### config.mk
export PLATFORM = sky130hd
export DESIGN_NAME = dmem_arbiter_flat
export DESIGN_NICKNAME = d
export VERILOG_FILES = /design/src/rtl/dmem_arb_pkg.sv /design/src/rtl/dmem_arbiter_if.sv /design/src/rtl/dmem_arb_pick.sv /design/src/rtl/dmem_arbiter.sv /design/src/flat_wrapper.sv
export SDC_FILE = /design/constraint.sdc
export NUM_CORES = 1
export LEC_CHECK = 0
export ABC_AREA = 1
export CAP_MARGIN = 30
export CORE_AREA = 3 3 115 117
export CTS_BUF_LIST = sky130_fd_sc_hd__clkbuf_16
export CTS_CLUSTER_DIAMETER = 40
export CTS_CLUSTER_SIZE = 20
export DETAILED_ROUTE_END_ITERATION = 10
export DIE_AREA = 0 0 118 120
export PLACE_DENSITY = 0.85
export RECOVER_POWER = 50
export SYNTH_ARGS = -nofsm -noshare
export SYNTH_HDL_FRONTEND = slang
export SYNTH_SLANG_ARGS = --single-unit
### constraint.sdc
create_clock -name clk -period 3.2 [get_ports clk]
set_input_delay 0.64 -clock clk [delete_from_list [all_inputs] [get_ports clk]]
set_output_delay 0.64 -clock clk [all_outputs]
set_load 0.05 [all_outputs]
### src/rtl/dmem_arb_pkg.sv
// Shared encodings and MEM_LAT limits for the data-memory arbiter.
// Optional round-robin arbitration is selected with DMEM_ARB_RR_EN.
package dmem_arb_pkg;

  typedef enum logic [1:0] {
    ST_IDLE = 2'd0,
    ST_BUSY = 2'd1,
    ST_DONE = 2'd2
  } state_e;

  typedef enum logic {
    OWN_CPU = 1'b0,
    OWN_DMA = 1'b1
  } owner_e;

  localparam int unsigned MEM_LAT_MIN = 1;
  localparam int unsigned MEM_LAT_MAX = 15;
  localparam int unsigned CNT_W       = 4;

  // True when lat fits the 4-bit access counter.
  function automatic logic mem_lat_ok(input int unsigned lat);
    return (lat >= MEM_LAT_MIN) && (lat <= MEM_LAT_MAX);
  endfunction

endpackage

### src/rtl/dmem_arbiter_if.sv
// CPU, DMA and memory-side signals of the data-memory arbiter.
// slave: arbiter view; master: requesters plus memory view.
interface dmem_arbiter_if #(
  parameter int unsigned ADDR_W = 32,
  parameter int unsigned DATA_W = 32
);

  logic              cpu_cs;
  logic              cpu_r;
  logic              cpu_w;
  logic [ADDR_W-1:0] cpu_addr;
  logic [DATA_W-1:0] cpu_wdata;
  logic [DATA_W-1:0] cpu_rdata;
  logic              cpu_stall;

  logic              dma_req;
  logic              dma_we;
  logic [ADDR_W-1:0] dma_addr;
  logic [DATA_W-1:0] dma_wdata;
  logic [DATA_W-1:0] dma_rdata;
  logic              dma_ack;

  logic              mem_cs;
  logic              mem_r;
  logic              mem_w;
  logic [ADDR_W-1:0] mem_addr;
  logic [DATA_W-1:0] mem_wdata;
  logic [DATA_W-1:0] mem_rdata;

  modport slave (
    input  cpu_cs, cpu_r, cpu_w, cpu_addr, cpu_wdata,
    output cpu_rdata, cpu_stall,
    input  dma_req, dma_we, dma_addr, dma_wdata,
    output dma_rdata, dma_ack,
    output mem_cs, mem_r, mem_w, mem_addr, mem_wdata,
    input  mem_rdata
  );

  modport master (
    output cpu_cs, cpu_r, cpu_w, cpu_addr, cpu_wdata,
    input  cpu_rdata, cpu_stall,
    output dma_req, dma_we, dma_addr, dma_wdata,
    input  dma_rdata, dma_ack,
    input  mem_cs, mem_r, mem_w, mem_addr, mem_wdata,
    output mem_rdata
  );

endinterface

### src/rtl/dmem_arb_pick.sv
// Two-way grant selector. CPU wins ties unless DMEM_ARB_RR_EN is defined,
// in which case a tie goes to the requester not granted last.
module dmem_arb_pick
  import dmem_arb_pkg::*;
(
  input  logic   cpu_req,
  input  logic   dma_req,
  input  owner_e last_grant,
  output owner_e grant
);

`ifdef DMEM_ARB_RR_EN
  always_comb begin
    grant = OWN_CPU;
    if (cpu_req && dma_req) begin
      grant = (last_grant == OWN_CPU) ? OWN_DMA : OWN_CPU;
    end else if (dma_req) begin
      grant = OWN_DMA;
    end
  end
`else
  logic unused_last_grant;
  assign unused_last_grant = last_grant;

  always_comb begin
    grant = OWN_CPU;
    if (dma_req && !cpu_req) begin
      grant = OWN_DMA;
    end
  end
`endif

endmodule

### src/rtl/dmem_arbiter.sv
// Shares a single-port data memory between the CPU data port and a DMA port.
// Each transfer: one IDLE grant cycle, MEM_LAT BUSY cycles, one DONE cycle.
// Define DMEM_ARB_RR_EN for round-robin tie breaking (default: CPU priority).
module dmem_arbiter
  import dmem_arb_pkg::*;
#(
  parameter int unsigned ADDR_W  = 32,
  parameter int unsigned DATA_W  = 32,
  parameter int unsigned MEM_LAT = 2
) (
  input  logic          clk,
  input  logic          rst,
  dmem_arbiter_if.slave bus
);

  if (!mem_lat_ok(MEM_LAT)) begin : g_lat_check
    $error("dmem_arbiter: MEM_LAT must be in 1..15");
  end

  logic   cpu_req_c;
  owner_e grant_c;
  owner_e last_grant_c;

  state_e            state_q, state_d;
  logic [CNT_W-1:0]  cnt_q, cnt_d;
  owner_e            owner_q, owner_d;
  logic [ADDR_W-1:0] addr_q, addr_d;
  logic [DATA_W-1:0] wdata_q, wdata_d;
  logic              we_q, we_d;
  logic [DATA_W-1:0] rdata_q, rdata_d;
  logic              mem_cs_q, mem_cs_d;
  logic              mem_r_q, mem_r_d;
  logic              mem_w_q, mem_w_d;
  logic              dma_ack_q, dma_ack_d;

  assign cpu_req_c = bus.cpu_cs & (bus.cpu_r | bus.cpu_w);

`ifdef DMEM_ARB_RR_EN
  owner_e last_q, last_d;
  assign last_grant_c = last_q;
`else
  assign last_grant_c = OWN_DMA;
`endif

  dmem_arb_pick u_pick (
    .cpu_req    (cpu_req_c),
    .dma_req    (bus.dma_req),
    .last_grant (last_grant_c),
    .grant      (grant_c)
  );

  // Next-state and registered-output logic; strobes follow the next state.
  always_comb begin
    state_d   = state_q;
    cnt_d     = cnt_q;
    owner_d   = owner_q;
    addr_d    = addr_q;
    wdata_d   = wdata_q;
    we_d      = we_q;
    rdata_d   = rdata_q;
    mem_cs_d  = 1'b0;
    mem_r_d   = 1'b0;
    mem_w_d   = 1'b0;
    dma_ack_d = 1'b0;
`ifdef DMEM_ARB_RR_EN
    last_d    = last_q;
`endif

    case (state_q)
      ST_IDLE: begin
        if (cpu_req_c || bus.dma_req) begin
          owner_d = grant_c;
          if (grant_c == OWN_CPU) begin
            addr_d  = bus.cpu_addr;
            wdata_d = bus.cpu_wdata;
            we_d    = bus.cpu_w;
          end else begin
            addr_d  = bus.dma_addr;
            wdata_d = bus.dma_wdata;
            we_d    = bus.dma_we;
          end
          cnt_d    = CNT_W'(MEM_LAT - 1);
          state_d  = ST_BUSY;
          mem_cs_d = 1'b1;
          mem_r_d  = ~we_d;
          mem_w_d  = we_d;
`ifdef DMEM_ARB_RR_EN
          last_d   = grant_c;
`endif
        end
      end

      ST_BUSY: begin
        if (cnt_q != '0) begin
          cnt_d    = cnt_q - CNT_W'(1);
          mem_cs_d = 1'b1;
          mem_r_d  = ~we_q;
          mem_w_d  = we_q;
        end else begin
          if (!we_q) begin
            rdata_d = bus.mem_rdata;
          end
          state_d   = ST_DONE;
          dma_ack_d = (owner_q == OWN_DMA);
        end
      end

      ST_DONE: state_d = ST_IDLE;

      default: state_d = ST_IDLE;
    endcase
  end

  always_ff @(posedge clk) begin
    if (rst) begin
      state_q   <= ST_IDLE;
      cnt_q     <= '0;
      owner_q   <= OWN_DMA;
      addr_q    <= '0;
      wdata_q   <= '0;
      we_q      <= 1'b0;
      rdata_q   <= '0;
      mem_cs_q  <= 1'b0;
      mem_r_q   <= 1'b0;
      mem_w_q   <= 1'b0;
      dma_ack_q <= 1'b0;
`ifdef DMEM_ARB_RR_EN
      last_q    <= OWN_DMA;
`endif
    end else begin
      state_q   <= state_d;
      cnt_q     <= cnt_d;
      owner_q   <= owner_d;
      addr_q    <= addr_d;
      wdata_q   <= wdata_d;
      we_q      <= we_d;
      rdata_q   <= rdata_d;
      mem_cs_q  <= mem_cs_d;
      mem_r_q   <= mem_r_d;
      mem_w_q   <= mem_w_d;
      dma_ack_q <= dma_ack_d;
`ifdef DMEM_ARB_RR_EN
      last_q    <= last_d;
`endif
    end
  end

  // Stall must drop in the CPU's own DONE cycle so the PC advances at its end.
  assign bus.cpu_stall = cpu_req_c & ~((state_q == ST_DONE) & (owner_q == OWN_CPU)) & ~rst;

  assign bus.cpu_rdata = rdata_q;
  assign bus.dma_rdata = rdata_q;
  assign bus.dma_ack   = dma_ack_q;
  assign bus.mem_cs    = mem_cs_q;
  assign bus.mem_r     = mem_r_q;
  assign bus.mem_w     = mem_w_q;
  assign bus.mem_addr  = addr_q;
  assign bus.mem_wdata = wdata_q;

endmodule

### src/flat_wrapper.sv
// flat-port wrapper written by rule: the top's interface ports become plain ports
module dmem_arbiter_flat import dmem_arb_pkg::*;
#(
  parameter int unsigned ADDR_W  = 32,
  parameter int unsigned DATA_W  = 32,
  parameter int unsigned MEM_LAT = 2
)
  (clk, rst, bus_cpu_cs, bus_cpu_r, bus_cpu_w, bus_cpu_addr, bus_cpu_wdata, bus_cpu_rdata, bus_cpu_stall, bus_dma_req, bus_dma_we, bus_dma_addr, bus_dma_wdata, bus_dma_rdata, bus_dma_ack, bus_mem_cs, bus_mem_r, bus_mem_w, bus_mem_addr, bus_mem_wdata, bus_mem_rdata);
  dmem_arbiter_if #(.ADDR_W(ADDR_W), .DATA_W(DATA_W)) bus_i ();
  input  logic clk;
  input  logic rst;
  input wire logic [$bits(bus_i.cpu_cs)-1:0] bus_cpu_cs;
  input wire logic [$bits(bus_i.cpu_r)-1:0] bus_cpu_r;
  input wire logic [$bits(bus_i.cpu_w)-1:0] bus_cpu_w;
  input wire logic [$bits(bus_i.cpu_addr)-1:0] bus_cpu_addr;
  input wire logic [$bits(bus_i.cpu_wdata)-1:0] bus_cpu_wdata;
  output wire logic [$bits(bus_i.cpu_rdata)-1:0] bus_cpu_rdata;
  output wire logic [$bits(bus_i.cpu_stall)-1:0] bus_cpu_stall;
  input wire logic [$bits(bus_i.dma_req)-1:0] bus_dma_req;
  input wire logic [$bits(bus_i.dma_we)-1:0] bus_dma_we;
  input wire logic [$bits(bus_i.dma_addr)-1:0] bus_dma_addr;
  input wire logic [$bits(bus_i.dma_wdata)-1:0] bus_dma_wdata;
  output wire logic [$bits(bus_i.dma_rdata)-1:0] bus_dma_rdata;
  output wire logic [$bits(bus_i.dma_ack)-1:0] bus_dma_ack;
  output wire logic [$bits(bus_i.mem_cs)-1:0] bus_mem_cs;
  output wire logic [$bits(bus_i.mem_r)-1:0] bus_mem_r;
  output wire logic [$bits(bus_i.mem_w)-1:0] bus_mem_w;
  output wire logic [$bits(bus_i.mem_addr)-1:0] bus_mem_addr;
  output wire logic [$bits(bus_i.mem_wdata)-1:0] bus_mem_wdata;
  input wire logic [$bits(bus_i.mem_rdata)-1:0] bus_mem_rdata;
  assign bus_i.cpu_cs = bus_cpu_cs;
  assign bus_i.cpu_r = bus_cpu_r;
  assign bus_i.cpu_w = bus_cpu_w;
  assign bus_i.cpu_addr = bus_cpu_addr;
  assign bus_i.cpu_wdata = bus_cpu_wdata;
  assign bus_cpu_rdata = bus_i.cpu_rdata;
  assign bus_cpu_stall = bus_i.cpu_stall;
  assign bus_i.dma_req = bus_dma_req;
  assign bus_i.dma_we = bus_dma_we;
  assign bus_i.dma_addr = bus_dma_addr;
  assign bus_i.dma_wdata = bus_dma_wdata;
  assign bus_dma_rdata = bus_i.dma_rdata;
  assign bus_dma_ack = bus_i.dma_ack;
  assign bus_mem_cs = bus_i.mem_cs;
  assign bus_mem_r = bus_i.mem_r;
  assign bus_mem_w = bus_i.mem_w;
  assign bus_mem_addr = bus_i.mem_addr;
  assign bus_mem_wdata = bus_i.mem_wdata;
  assign bus_i.mem_rdata = bus_mem_rdata;
  dmem_arbiter #(.ADDR_W(ADDR_W), .DATA_W(DATA_W), .MEM_LAT(MEM_LAT)) u_core (.clk(clk), .rst(rst), .bus(bus_i));
endmodule
==> out/summary.md <==
Die boundary height: 120 um. Setup repair after global routing left no endpoint under its margin. The routability-driven placement congestion ratio is 0.796, and the antenna diode count is 0.

The run finished with clean final reports. The critical path in this run is classified as in -> reg. The clock transition time at the flip-flop clock pins of the worst setup and hold paths works out to 0.07 ns.

The net switching share of the total power works out to 0.388. Dividing the detail-routed via count by the number of cells gives 4.70. Before antenna repair, the detailed router went through 5 iterations. The average cell area after synthesis was 6.69 um2.

Max-cap violations in this run came to 0. The via count of the first global-routing pass came out at 5,072. The run gives 0 as the total count of hold-check failures in the final report. The worst setup path is launched from an input port.

The final layout contains routed wiring with a total length of 15,400 um. Measured along the x axis, the die boundary spans 118 um. The post-route worst setup slack was 0.582 ns; the clock period minus worst slack was 2.62 ns. The H-tree generated during clock tree synthesis spans 3 levels. The part of the cycle the worst path needs came out at 0.818. The max-slew headroom at the worst pin is 0.139.

The number of different library cells used by synthesis comes to 24. The effective utilization at floorplan was 0.395; the fmax was 382 MHz. For the final database, setup skew stands at 0.00535 ns.

The number of I/O pins came out at 300. The overall die area is 14,200 um2, and the global-route usage over all layers is 0.210. After detailed routing, the number of remaining DRC violations is 0. The tools report the final global-route overflow total as 0. Total clock sinks: 108.

The share of layout cells above drive strength 1 works out to 0.0316. In this run the power spent charging and discharging nets is 0.00176 W. Data on the critical path arrives at its endpoint at 2.89 ns. The run gives 0.352 as the sequential share of power. The run gives 0.262 as the clock group share of total power. Summing every instance area after synthesis gives 4920 um2.

The kind of path behind the tightest hold check is reg -> reg. Cell internal power was estimated by the tool at 0.00278 W. The run gives 0.00455 W as the total power of the final layout. TritonCTS built the clock tree. The transition at the pin with the smallest max-transition slack was 1.29 ns. Setup violations remaining at the end of the flow were counted as 0. Synthesis produced a netlist with a net count of 905. The combinational power share is 0.386. The tools report the cell at the root of the clock tree as sky130_fd_sc_hd__clkbuf_16.

In this run the power density over the cells is 567 nW/um2. The count of input and output buffers is 299. Synthesis inferred 108 register bits. The initialized floorplan defines 41 standard-cell rows. The tools report the number of gates given a new drive strength after cts as 0. The total half-perimeter wirelength after legalization and detailed placement is 11,600 um. Maximum root-to-sink buffer count: 2.

The worst-case IR drop observed on VDD is 334 uV. The logs give 0 for the final count of pins violating max slew and 736 for the number of standard cells after synthesis. The area of the placeable core is 12,500 um2, and the required arrival time at the worst endpoint is 3.47 ns. The run gives 0 as the initial antenna violation count. The routed length per placed instance was 13.3 um; the total number of nets in the final design was 1,146. The area growth from synthesis to layout is 62.9%. In this run the worst path has a maximum fanout of 26. Buffers inserted during clock tree synthesis total 9. The post-synthesis sequential area ratio was 0.439; the violation count after the first detailed-route iteration was 346. The logs give 24,400 um for the first-pass GRT wire length and 0.551 ns for the worst slack at placement. For the final routed database, the setup TNS stands at 0 ns. The logs give 0 for the number of warning messages in the yosys log and 0 for the setup fix buffers added after clock tree synthesis. Entering global routing, the biggest net connects 99 pins. The clock latency at the later pin of the worst-skew pair was 0.34 ns.

For this design, the CTS-stage hold fixing added 0 buffers. Detailed routing inserted a total of 5,427 vias. STA classifies the critical path endpoint as a flop. In this run the static leakage power is 3.92 nW. The detail route stage leaves a number of antenna-violating nets equal to 0.
[final timing paths]
path | from | end | slack (ns) | cells past startpoint
hold / removal | u_core.bus.mem_addr[31]$_SDFFE_PP0P_ | u_core.bus.mem_addr[31]$_SDFFE_PP0P_ | 0.47 | 2
setup reg to reg | u_core.cnt_q[0]$_SDFFE_PP0P_ | u_core.bus.cpu_rdata[4]$_SDFFE_PP0P_ | 1.13 | 8
hold reg to reg | u_core.bus.mem_addr[31]$_SDFFE_PP0P_ | u_core.bus.mem_addr[31]$_SDFFE_PP0P_ | 0.47 | 2
setup / recovery | bus_cpu_w | u_core.bus.mem_addr[10]$_SDFFE_PP0P_ | 0.58 | 8
[power groups by stage]
stage          registers, W  logic (W)  clock network, W
4_1_cts             0.00161    0.00183           0.00122
3_5_place_dp        0.00164    0.00183                 0
6_report            0.00160    0.00175           0.00119
5_1_grt             0.00162    0.00187           0.00128
3_3_place_gp        0.00163    0.00181                 0
2_1_floorplan       0.00214   0.000695                 0
[cell usage after synthesis, drive strengths merged]
library cell / instances / share of area
nand3b: 1 / 0.0015
o211ai: 1 / 0.0015
nand3: 70 / 0.072
o21ai: 36 / 0.039
dfxtp: 108 / 0.44
nor3: 1 / 0.0010
nand2: 340 / 0.26
inv: 18 / 0.014
xnor2: 1 / 0.0018
o21bai: 1 / 0.0015
a311oi: 1 / 0.0018
ha: 2 / 0.0051
a21oi: 8 / 0.0081
buf: 60 / 0.086
clkbuf: 16 / 0.012
nor2: 72 / 0.055
[flip-flops by register name (all words and copies together), names as in the netlist, 2 cells and up]
register / flops
u_core.bus.cpu_rdata: 32
u_core.bus.mem_addr: 32
u_core.bus.mem_wdata: 32
u_core.cnt_q: 4
u_core.state_q: 2
[area by class of cell]
type                    count  area (um2)
inverters                  18        67.6
fillers                  1123        4450
well taps                 172         215
multi-input cells         534        2200
clock inverters             7         100
flip-flops and latches    108        2160
repair buffers            306        3050
clock buffers               9         225
[routing by layer]
metal  vias up  wire (um)  track usage
li1       2739          -            -
met1      2421       5750        0.221
met2       237       7820        0.390
met3        30       1400       0.0688
met4         0        394       0.0784
met5         -          0            0
[critical path: stages]
cell and delay, ns:
sky130_fd_sc_hd__clkdlybuf4s50_1 0.50, sky130_fd_sc_hd__o21ai_0 0.23, sky130_fd_sc_hd__nand2_2 0.16, sky130_fd_sc_hd__clkbuf_1 0.96, sky130_fd_sc_hd__nand2_1 0.13, sky130_fd_sc_hd__nand2_1 0.12
sky130_fd_sc_hd__nand2_1 0.06, sky130_fd_sc_hd__nand2_1 0.08
[cell families (layout without fill, tap and decap cells)]
kind of cell	after synthesis	after routing	share of synthesized area
flip-flops	108	108	0.439
XOR/XNOR	1	1	0.00178
buffers and inverters	94	340	0.112
AO/OA/AOI/OAI	47	47	0.0519
adder cells (fa/ha/maj)	2	2	0.00508
AND/OR/NAND/NOR	484	484	0.390
[metrics by stage]
| step | utilization | instances | hold WS [ns] | cell area [um2] |
|---|---|---|---|---|
| floorplan | - | 736 | 0.434 | 4920 |
| global placement | 0.617 | 1137 | 0.450 | 7690 |
| detailed placement | 0.619 | 1138 | 0.456 | 7710 |
| CTS | 0.645 | 1154 | 0.472 | 8040 |
| global route | 0.643 | 1154 | 0.481 | 8020 |
| finish | 0.643 | 1154 | 0.465 | 8020 |
[layout by cell type (no fill, tap or decap), types with 5 or more instances in the layout]
cell / instances
sky130_fd_sc_hd__inv_1: 13
sky130_fd_sc_hd__a21oi_1: 8
sky130_fd_sc_hd__clkbuf_16: 9
sky130_fd_sc_hd__nand2_1: 338
sky130_fd_sc_hd__nor2_1: 71
sky130_fd_sc_hd__clkdlybuf4s50_1: 183
sky130_fd_sc_hd__o21ai_0: 36
sky130_fd_sc_hd__dlygate4sd3_1: 115
sky130_fd_sc_hd__dfxtp_1: 108
sky130_fd_sc_hd__inv_2: 5
sky130_fd_sc_hd__nand3_1: 69
sky130_fd_sc_hd__buf_4: 5
(Power assumes the default switching activity.)
